$ cat src/rtl/mips_pkg.sv
// Shared definitions for the MIPS core multiply path.
// Build option: MULT_SIGNED_EN enables signed mult.
package mips_pkg;

  localparam int MULT_WIDTH = 32;
  localparam int MULT_STEPS = 32;

  typedef enum logic [1:0] {
    IDLE = 2'd0,
    RUN  = 2'd1,
    DONE = 2'd2
  } mult_state_t;

endpackage

$ cat src/rtl/mult_step.sv
// One shift-add multiply step: conditional add into the
// upper half, then shift {acc, mplier} right by one.
module mult_step
  import mips_pkg::*;
#(
  parameter int WIDTH = MULT_WIDTH
) (
  input  logic [WIDTH:0]   acc_i,
  input  logic [WIDTH-1:0] mcand_i,
  input  logic [WIDTH-1:0] mplier_i,
  output logic [WIDTH:0]   acc_o,
  output logic [WIDTH-1:0] mplier_o
);

  logic [WIDTH:0] addend;
  logic [WIDTH:0] sum;

  assign addend   = mplier_i[0] ? {1'b0, mcand_i} : '0;
  assign sum      = acc_i + addend;
  assign acc_o    = {1'b0, sum[WIDTH:1]};
  assign mplier_o = {sum[0], mplier_i[WIDTH-1:1]};

endmodule

$ cat src/rtl/mult_seq.sv
// Iterative multiply sequencer owning HI/LO.
// Build option: MULT_SIGNED_EN honours signedE.
module mult_seq
  import mips_pkg::*;
#(
  parameter int WIDTH = MULT_WIDTH
) (
  input  logic             clk,
  input  logic             reset_n,
  input  logic             multstartE,
  input  logic             signedE,
  input  logic [WIDTH-1:0] srcaE,
  input  logic [WIDTH-1:0] srcbE,
  input  logic             hiweW,
  input  logic             loweW,
  input  logic [WIDTH-1:0] wdataW,
  output logic             busy,
  output logic             pve,
  output logic [WIDTH-1:0] hi,
  output logic [WIDTH-1:0] lo
);

  localparam int CW = $clog2(WIDTH);

  mult_state_t      state_q, state_d;
  logic [CW-1:0]    cnt_q, cnt_d;
  logic [WIDTH:0]   acc_q, acc_d;
  logic [WIDTH-1:0] mcand_q, mcand_d;
  logic [WIDTH-1:0] mplier_q, mplier_d;
  logic [WIDTH-1:0] hi_q, hi_d;
  logic [WIDTH-1:0] lo_q, lo_d;

  logic [WIDTH:0]     acc_n;
  logic [WIDTH-1:0]   mplier_n;
  logic [2*WIDTH-1:0] prod_raw;
  logic [2*WIDTH-1:0] prod;
  logic [WIDTH-1:0]   mag_a;
  logic [WIDTH-1:0]   mag_b;

  mult_step #(.WIDTH(WIDTH)) u_step (
    .acc_i    (acc_q),
    .mcand_i  (mcand_q),
    .mplier_i (mplier_q),
    .acc_o    (acc_n),
    .mplier_o (mplier_n)
  );

  assign prod_raw = {acc_n[WIDTH-1:0], mplier_n};

`ifdef MULT_SIGNED_EN
  logic neg_q, neg_d;
  logic ld_neg;

  assign mag_a  = (signedE && srcaE[WIDTH-1]) ? -srcaE : srcaE;
  assign mag_b  = (signedE && srcbE[WIDTH-1]) ? -srcbE : srcbE;
  assign ld_neg = signedE & (srcaE[WIDTH-1] ^ srcbE[WIDTH-1]);
  assign prod   = neg_q ? -prod_raw : prod_raw;

  always_ff @(posedge clk or negedge reset_n) begin
    if (!reset_n) neg_q <= 1'b0;
    else          neg_q <= neg_d;
  end

  always_comb begin
    neg_d = neg_q;
    if (state_q != RUN && multstartE) neg_d = ld_neg;
  end
`else
  logic unused_signed;

  assign unused_signed = signedE;
  assign mag_a         = srcaE;
  assign mag_b         = srcbE;
  assign prod          = prod_raw;
`endif

  always_ff @(posedge clk or negedge reset_n) begin
    if (!reset_n) begin
      state_q  <= IDLE;
      cnt_q    <= '0;
      acc_q    <= '0;
      mcand_q  <= '0;
      mplier_q <= '0;
      hi_q     <= '0;
      lo_q     <= '0;
    end else begin
      state_q  <= state_d;
      cnt_q    <= cnt_d;
      acc_q    <= acc_d;
      mcand_q  <= mcand_d;
      mplier_q <= mplier_d;
      hi_q     <= hi_d;
      lo_q     <= lo_d;
    end
  end

  always_comb begin
    state_d  = state_q;
    cnt_d    = cnt_q;
    acc_d    = acc_q;
    mcand_d  = mcand_q;
    mplier_d = mplier_q;
    hi_d     = hi_q;
    lo_d     = lo_q;
    unique case (state_q)
      RUN: begin
        acc_d    = acc_n;
        mplier_d = mplier_n;
        cnt_d    = cnt_q + CW'(1);
        // final step writes the product; mthi/mtlo lose here
        if (cnt_q == CW'(WIDTH-1)) begin
          state_d      = DONE;
          {hi_d, lo_d} = prod;
        end
      end
      IDLE, DONE: begin
        if (hiweW) hi_d = wdataW;
        if (loweW) lo_d = wdataW;
        state_d = IDLE;
        if (multstartE) begin
          state_d  = RUN;
          acc_d    = '0;
          cnt_d    = '0;
          mcand_d  = mag_a;
          mplier_d = mag_b;
        end
      end
      default: state_d = IDLE;
    endcase
  end

  assign busy = (state_q == RUN);
  assign pve  = (state_q == DONE);
  assign hi   = hi_q;
  assign lo   = lo_q;

endmodule
$ cat config.mk
export PLATFORM = sky130hd
export DESIGN_NAME = mult_seq
export DESIGN_NICKNAME = d
export VERILOG_FILES = /design/src/rtl/mips_pkg.sv /design/src/rtl/mult_step.sv /design/src/rtl/mult_seq.sv
export SDC_FILE = /design/constraint.sdc
export NUM_CORES = 1
export LEC_CHECK = 0
export BUFFER_PORTS_ARGS = -buffer_cell sky130_fd_sc_hd__buf_4
export CAP_MARGIN = 10
export CELL_PAD_IN_SITES_DETAIL_PLACEMENT = 0
export CELL_PAD_IN_SITES_GLOBAL_PLACEMENT = 1
export CORE_UTILIZATION = 25
export DETAILED_ROUTE_END_ITERATION = 8
export GPL_TIMING_DRIVEN = 1
export PLACE_DENSITY_LB_ADDON = 0.1
export SETUP_SLACK_MARGIN = 0.4
export SLEW_MARGIN = 25
export SYNTH_ARGS = -nofsm -noshare
export SYNTH_HDL_FRONTEND = slang
export SYNTH_HIERARCHICAL = 1
export SYNTH_SLANG_ARGS = --single-unit
$ cat constraint.sdc
create_clock -name clk -period 3.15 [get_ports clk]
set_clock_uncertainty 0.1 [all_clocks]
set_input_delay 0.4725 -clock clk [delete_from_list [all_inputs] [get_ports clk]]
set_output_delay 0.4725 -clock clk [all_outputs]
set_load 0.02 [all_outputs]
Yosys cells after proc, flatten, opt, wreduce, memory -nomap -nowiden
Index checks and enable logic that the tools add are counted.

operators by class
  eq/ne operators = 7
  reduce and logical (&&, ||, !) cells = 7
  mux-type cells = 16
  $add $sub $neg = 2

operator list
  operator                                                          count
  32-bit 2-to-1 mux                                                 6
  32-bit case mux with 2 select lines                               3
  33-bit case mux with 2 select lines                               1
  33-bit adder                                                      1
  33-bit 2-to-1 mux                                                 1
  5-bit case mux with 2 select lines                                1
  2-bit != test (second input constant)                             3
  3-bit AND reduction                                               2
  5-bit by 1-bit adder with 5-bit output (second input constant)    1
  5-bit == test (second input constant)                             1
  5-bit 2-to-1 mux                                                  1
  2-bit case mux with 2 select lines                                1
  2-bit AND reduction                                               2
  2-bit by 1-bit == test with 1-bit output (second input constant)  1
  2-bit == test (second input constant)                             1
  2-bit logical NOT                                                 1
  2-bit 2-to-1 mux                                                  1
  2-bit by 1-bit != test with 1-bit output (second input constant)  1
  2-bit nonzero test                                                1
  2-bit OR reduction                                                1
  1-bit 2-to-1 mux                                                  1

storage, ports and cells
  register bits after elaboration = 168

Longest topological paths before layout
  word-level depth = 4
  mapped depth = 15
  mapped depth without buffers = 13

Hierarchy
Netlist, hierarchy kept.

by module, submodules not included
  module     times used  area each (um^2)  cells an instance
  mult_seq   1           7726.2            725
  mult_step  1           2306.0            319

Worst setup path after synthesis
No wires, ideal clock.

  kind = flip-flop to flip-flop
  from = register mplier_q[0]
  to = register acc_q[31]
  buffers on the path = 0
  cell stages (with the launch flop) = 13
  data required time = 2929 ps
  setup slack = 11 ps
  clock period less this slack = 3139 ps
  setup time = 121 ps
  arrival = 2918 ps
  cells stage by stage = dfrtp_1 and2_1 ha_1 fa_1 a21oi_1 o21ai_2 a211o_1 o21a_1 a31o_2 a31oi_2 xnor2_1 mux2_2 a22o_1

between the ends
  cells in the longest elaborated chain, start to end = 3

RTL lines
  what                                 RTL line         RTL
  start: declaration                   mult_seq.sv:29   logic [WIDTH-1:0] mplier_q, mplier_d;
  start signal: assignment             mult_seq.sv:91   mplier_q <= mplier_d;
  32-bit 2-to-1 mux                    mult_step.sv:18  assign addend = mplier_i[0] ? {1'b0, mcand_i} : '0;
  33-bit adder                         mult_step.sv:19  assign sum = acc_i + addend;
  via acc_n[31]                        mult_seq.sv:33   logic [WIDTH:0] acc_n;
  33-bit case mux with 2 select lines  mult_seq.sv:105  unique case (state_q)
  end signal: assignment               mult_seq.sv:81   acc_q <= '0;
  end signal: assignment               mult_seq.sv:89   acc_q <= acc_d;
  end: declaration                     mult_seq.sv:27   logic [WIDTH:0] acc_q, acc_d;

The timed path passes the listed nets, and every way through them passes these cells.
A chain may end at the register's enable or synchronous reset.

Worst setup path in the final report
Ends and elaborated chain as after synthesis.

==> reports/qor.yml <==
cts:
  clkTransAtPathRegs_ns: 0.07
  cts_made_buffers: 17
  insertion_delay_ns: 0.45
  tritoncts: "done"
  clk_path_buf_depth: 2
  cts-root-buf: "clkbuf_16"
  htree_levels: 4
  clkSinkCount: 168
setup_path:
  worstPathArrival_ns: 3.54
  cp-end-kind: "flip-flop"
  cp_num_cells: 13
  reg2reg_depth: 13
  path_buf_inv: 1
  path_class: "reg -> reg"
  max_stage_delay_ns: 0.41
  worst_ep_required_time_ns: 3.38
  cp_cell_sequence: "buf_12 > and2_4 > ha_4 > fa_2 > a21oi_4 > o21ai_2 > a211o_1 > o21a_1 > a31o_4 > a31oi_4 > xnor2_2 > mux2_2 > a22o_1"
  slowest_stage: "dfrtp_1"
  critPathLaunchType: "flip-flop"
  cp_max_fo: 20
  cpLargestDelayFamily: "compound AO/OA/AOI/OAI gates"
yosys:
  synthFlopType: "dfrtp_1"
  yosys_warnings: 6
  synth.area.top_cells: "dfrtp_1 (42%), mux2_2 (10%), nand2_1 (9.3%)"
  syn-num-nets: 1181
  synth_edf_count: 0
  ys_seq_area_share_pct: 41.9
  syn-cell-area_um2: 10000
  synthArstFlopShare_pct: 100
  synth_seq_cells: 168
  netlist-cell-type-count: 60
  synth_top_cell_by_area: "dfrtp_1"
  synth_top_area_share_pct: 41.9
  avgSynthCellArea_um2: 9.61
  netlist_instances: 1044
sta:
  holdWs_ns: 0.108
  rsz0062_at_grt: "yes"
  min_period_ns: 3.30
  tns_ns: -1.16
  finalHoldViolCount: 0
  tightest_slew_ns: 0.992
  max_freq_mhz: 303
  setup_violations: 21
  post-route-period-util_pct: 105
  relSlewSlack_pct: 33.7
  drv_slew: 0
  worst_slack_ns: -0.153
cells_and_area:
  layout.cells.non_filler: 1780
  fillers: 4193
  layout_common_cells: "buf_4 (255), nand2_1 (245), dfrtp_1 (167)"
  drive_gt1_share_pct: 38.3
  antenna_cells: 0
  fin_nets: 1380
  final_common_cell: "buf_4"
  area_growth_pct: 33.8
  final_area_um2: 13400
route:
  drcViolationCount: 0
  drt-total-wl_um: 32100
  dr.pass1.iters: 5
  wl_per_cell_um: 18.0
  drt-vias-per-instance: 4.51
  first_iter_violations: 307
  ant_nets: 0
  dr_total_vias: 8023
global_route:
  grt_overflow: 0
  grtUsageMet1_pct: 23.2
  antenna_found_initial: 0
  busiest_layer: "met2"
  use_met3_pct: 3.19
  gr-usage-met2_pct: 25.2
  grt_max_degree: 63
  grt_pass1_wl_um: 50600
  grt_pass1_vias: 8392
  grt_util_all_layers_pct: 16.2
floorplan:
  die_h_um: 202
  die_w_um: 202
  pin_count: 168
  start_util_pct: 25.3
  std_cell_rows: 73
  dieArea_um2: 40900
  core_um2: 39600
power:
  power.density_nw_per_um2: 1190
  p_int_uw: 9380
  p_total_uw: 16000
  switching_share_pct: 41.5
  power_switching_uw: 6650
  power_frac_comb_pct: 60.4
  peakVddDrop_v: 0.000340
  pwr-share-seq_pct: 25.6
  p_leak_uw: 0.00659
  clkPwrFrac_pct: 14.0
place:
  portBuffers: 166
  post_dp_cell_area_um2: 12300
  hpwlAfterDp_um: 23700
  place.gp.congestion: 0.775
  dp_cells: 1741
run:
  drv_cap: 0
min_path:
  hold_path.class: "in -> reg"
  hold_depth: 3
outcome:
  violations: "negative setup slack"
  status: "complete, but fails checks"
worst min-delay path, delay by kind of cell:
family	cells	cell delay (ns)
buffers and inverters	1	0.07
and+or+nand+nor	2	0.08
cell type report:
class,count,area (um^2),area share [%]
multi-input cells,773,5790,43.1
flip-flops and latches,168,4210,31.3
repair buffers,268,2110,15.7
well taps,525,657,4.89
clock buffers,23,478,3.56
clock inverters,8,121,0.904
inverters,15,56.3,0.419
registers in the layout (all words and copies together), names as in the netlist:
name      flops
acc_q        33
hi           32
lo           32
mcand_q      32
mplier_q     32
cnt_q         5
state_q       2
stage by stage:
step	utilization [%]	setup slack, ns
finish	33.9	-0.153
floorplan	-	0.0826
global placement	30.9	-0.262
global route	33.9	-0.269
detailed placement	30.9	-0.259
CTS	33.4	-0.172
power by group through the flow:
stage / clock, uW / combinational (uW) / sequential (uW)
final: 2240 / 9680 / 4100
after global routing: 2410 / 10700 / 4280
after CTS: 2330 / 9590 / 4110
after detailed placement: 0 / 9010 / 4120
after global placement: 0 / 8980 / 4100
after floorplan: 0 / 5750 / 4300
logic make-up (layout without fill, tap and decap cells):
kind of cell / after synthesis / in the layout / share of synthesized area (%)
other: 1 / 1 / 0.0374
AND/OR/NAND/NOR: 405 / 405 / 18.0
adder cells (fa/ha/maj): 35 / 35 / 4.44
multiplexers: 131 / 131 / 14.3
buffers and inverters: 103 / 314 / 6.15
flip-flops: 168 / 168 / 41.9
XOR/XNOR: 25 / 25 / 2.18
AO/OA/AOI/OAI: 176 / 176 / 13.0
synthesized netlist by cell type (all sizes together) (4+ instances only):
| cell type | number |
|---|---|
| mux2 | 96 |
| xnor2 | 16 |
| clkbuf | 20 |
| mux2i | 35 |
| nor2 | 25 |
| a211oi | 4 |
| a22o | 35 |
| a21oi | 31 |
| ha | 34 |
| o21ai | 61 |
| o211ai | 4 |
| nor2b | 6 |
| buf | 68 |
| nand2b | 36 |
| and2 | 36 |
| a31oi | 4 |
| nand3 | 40 |
| a221oi | 5 |
| nand2 | 248 |
| dfrtp | 168 |
| a21o | 10 |
| and3 | 4 |
| xor2 | 9 |
| o21bai | 4 |
| inv | 15 |
repair_timing:
| item | 4_1_cts | 5_1_grt |
|---|---|---|
| endpoints found under the setup margin | 53 | 54 |
| endpoints found under the hold margin | 50 | 0 |
| pin swaps | 14 | 8 |
| hold buffers | 1 | 0 |
| gates resized for setup | 70 | 27 |
| setup buffers | 5 | 2 |
final timing paths:
kind                              from           to  slack, ns
min reg2reg                mcand_q[28]  mcand_q[28]       0.37
min                           srcaE[7]   mcand_q[7]       0.11
max in group asynchronous      reset_n        lo[5]       1.69
max                        mplier_q[0]    acc_q[31]      -0.15
min in group asynchronous      reset_n  mcand_q[27]       0.46
max reg2reg                mplier_q[0]    acc_q[31]      -0.15
layer usage:
| metal | routed length (um) | vias to the layer above |
|---|---|---|
| met5 | 0 | - |
| met4 | 231 | 0 |
| met3 | 1060 | 13 |
| met2 | 14600 | 105 |
| met1 | 16200 | 3943 |
| li1 | - | 3962 |
(Power assumes the default switching activity.)
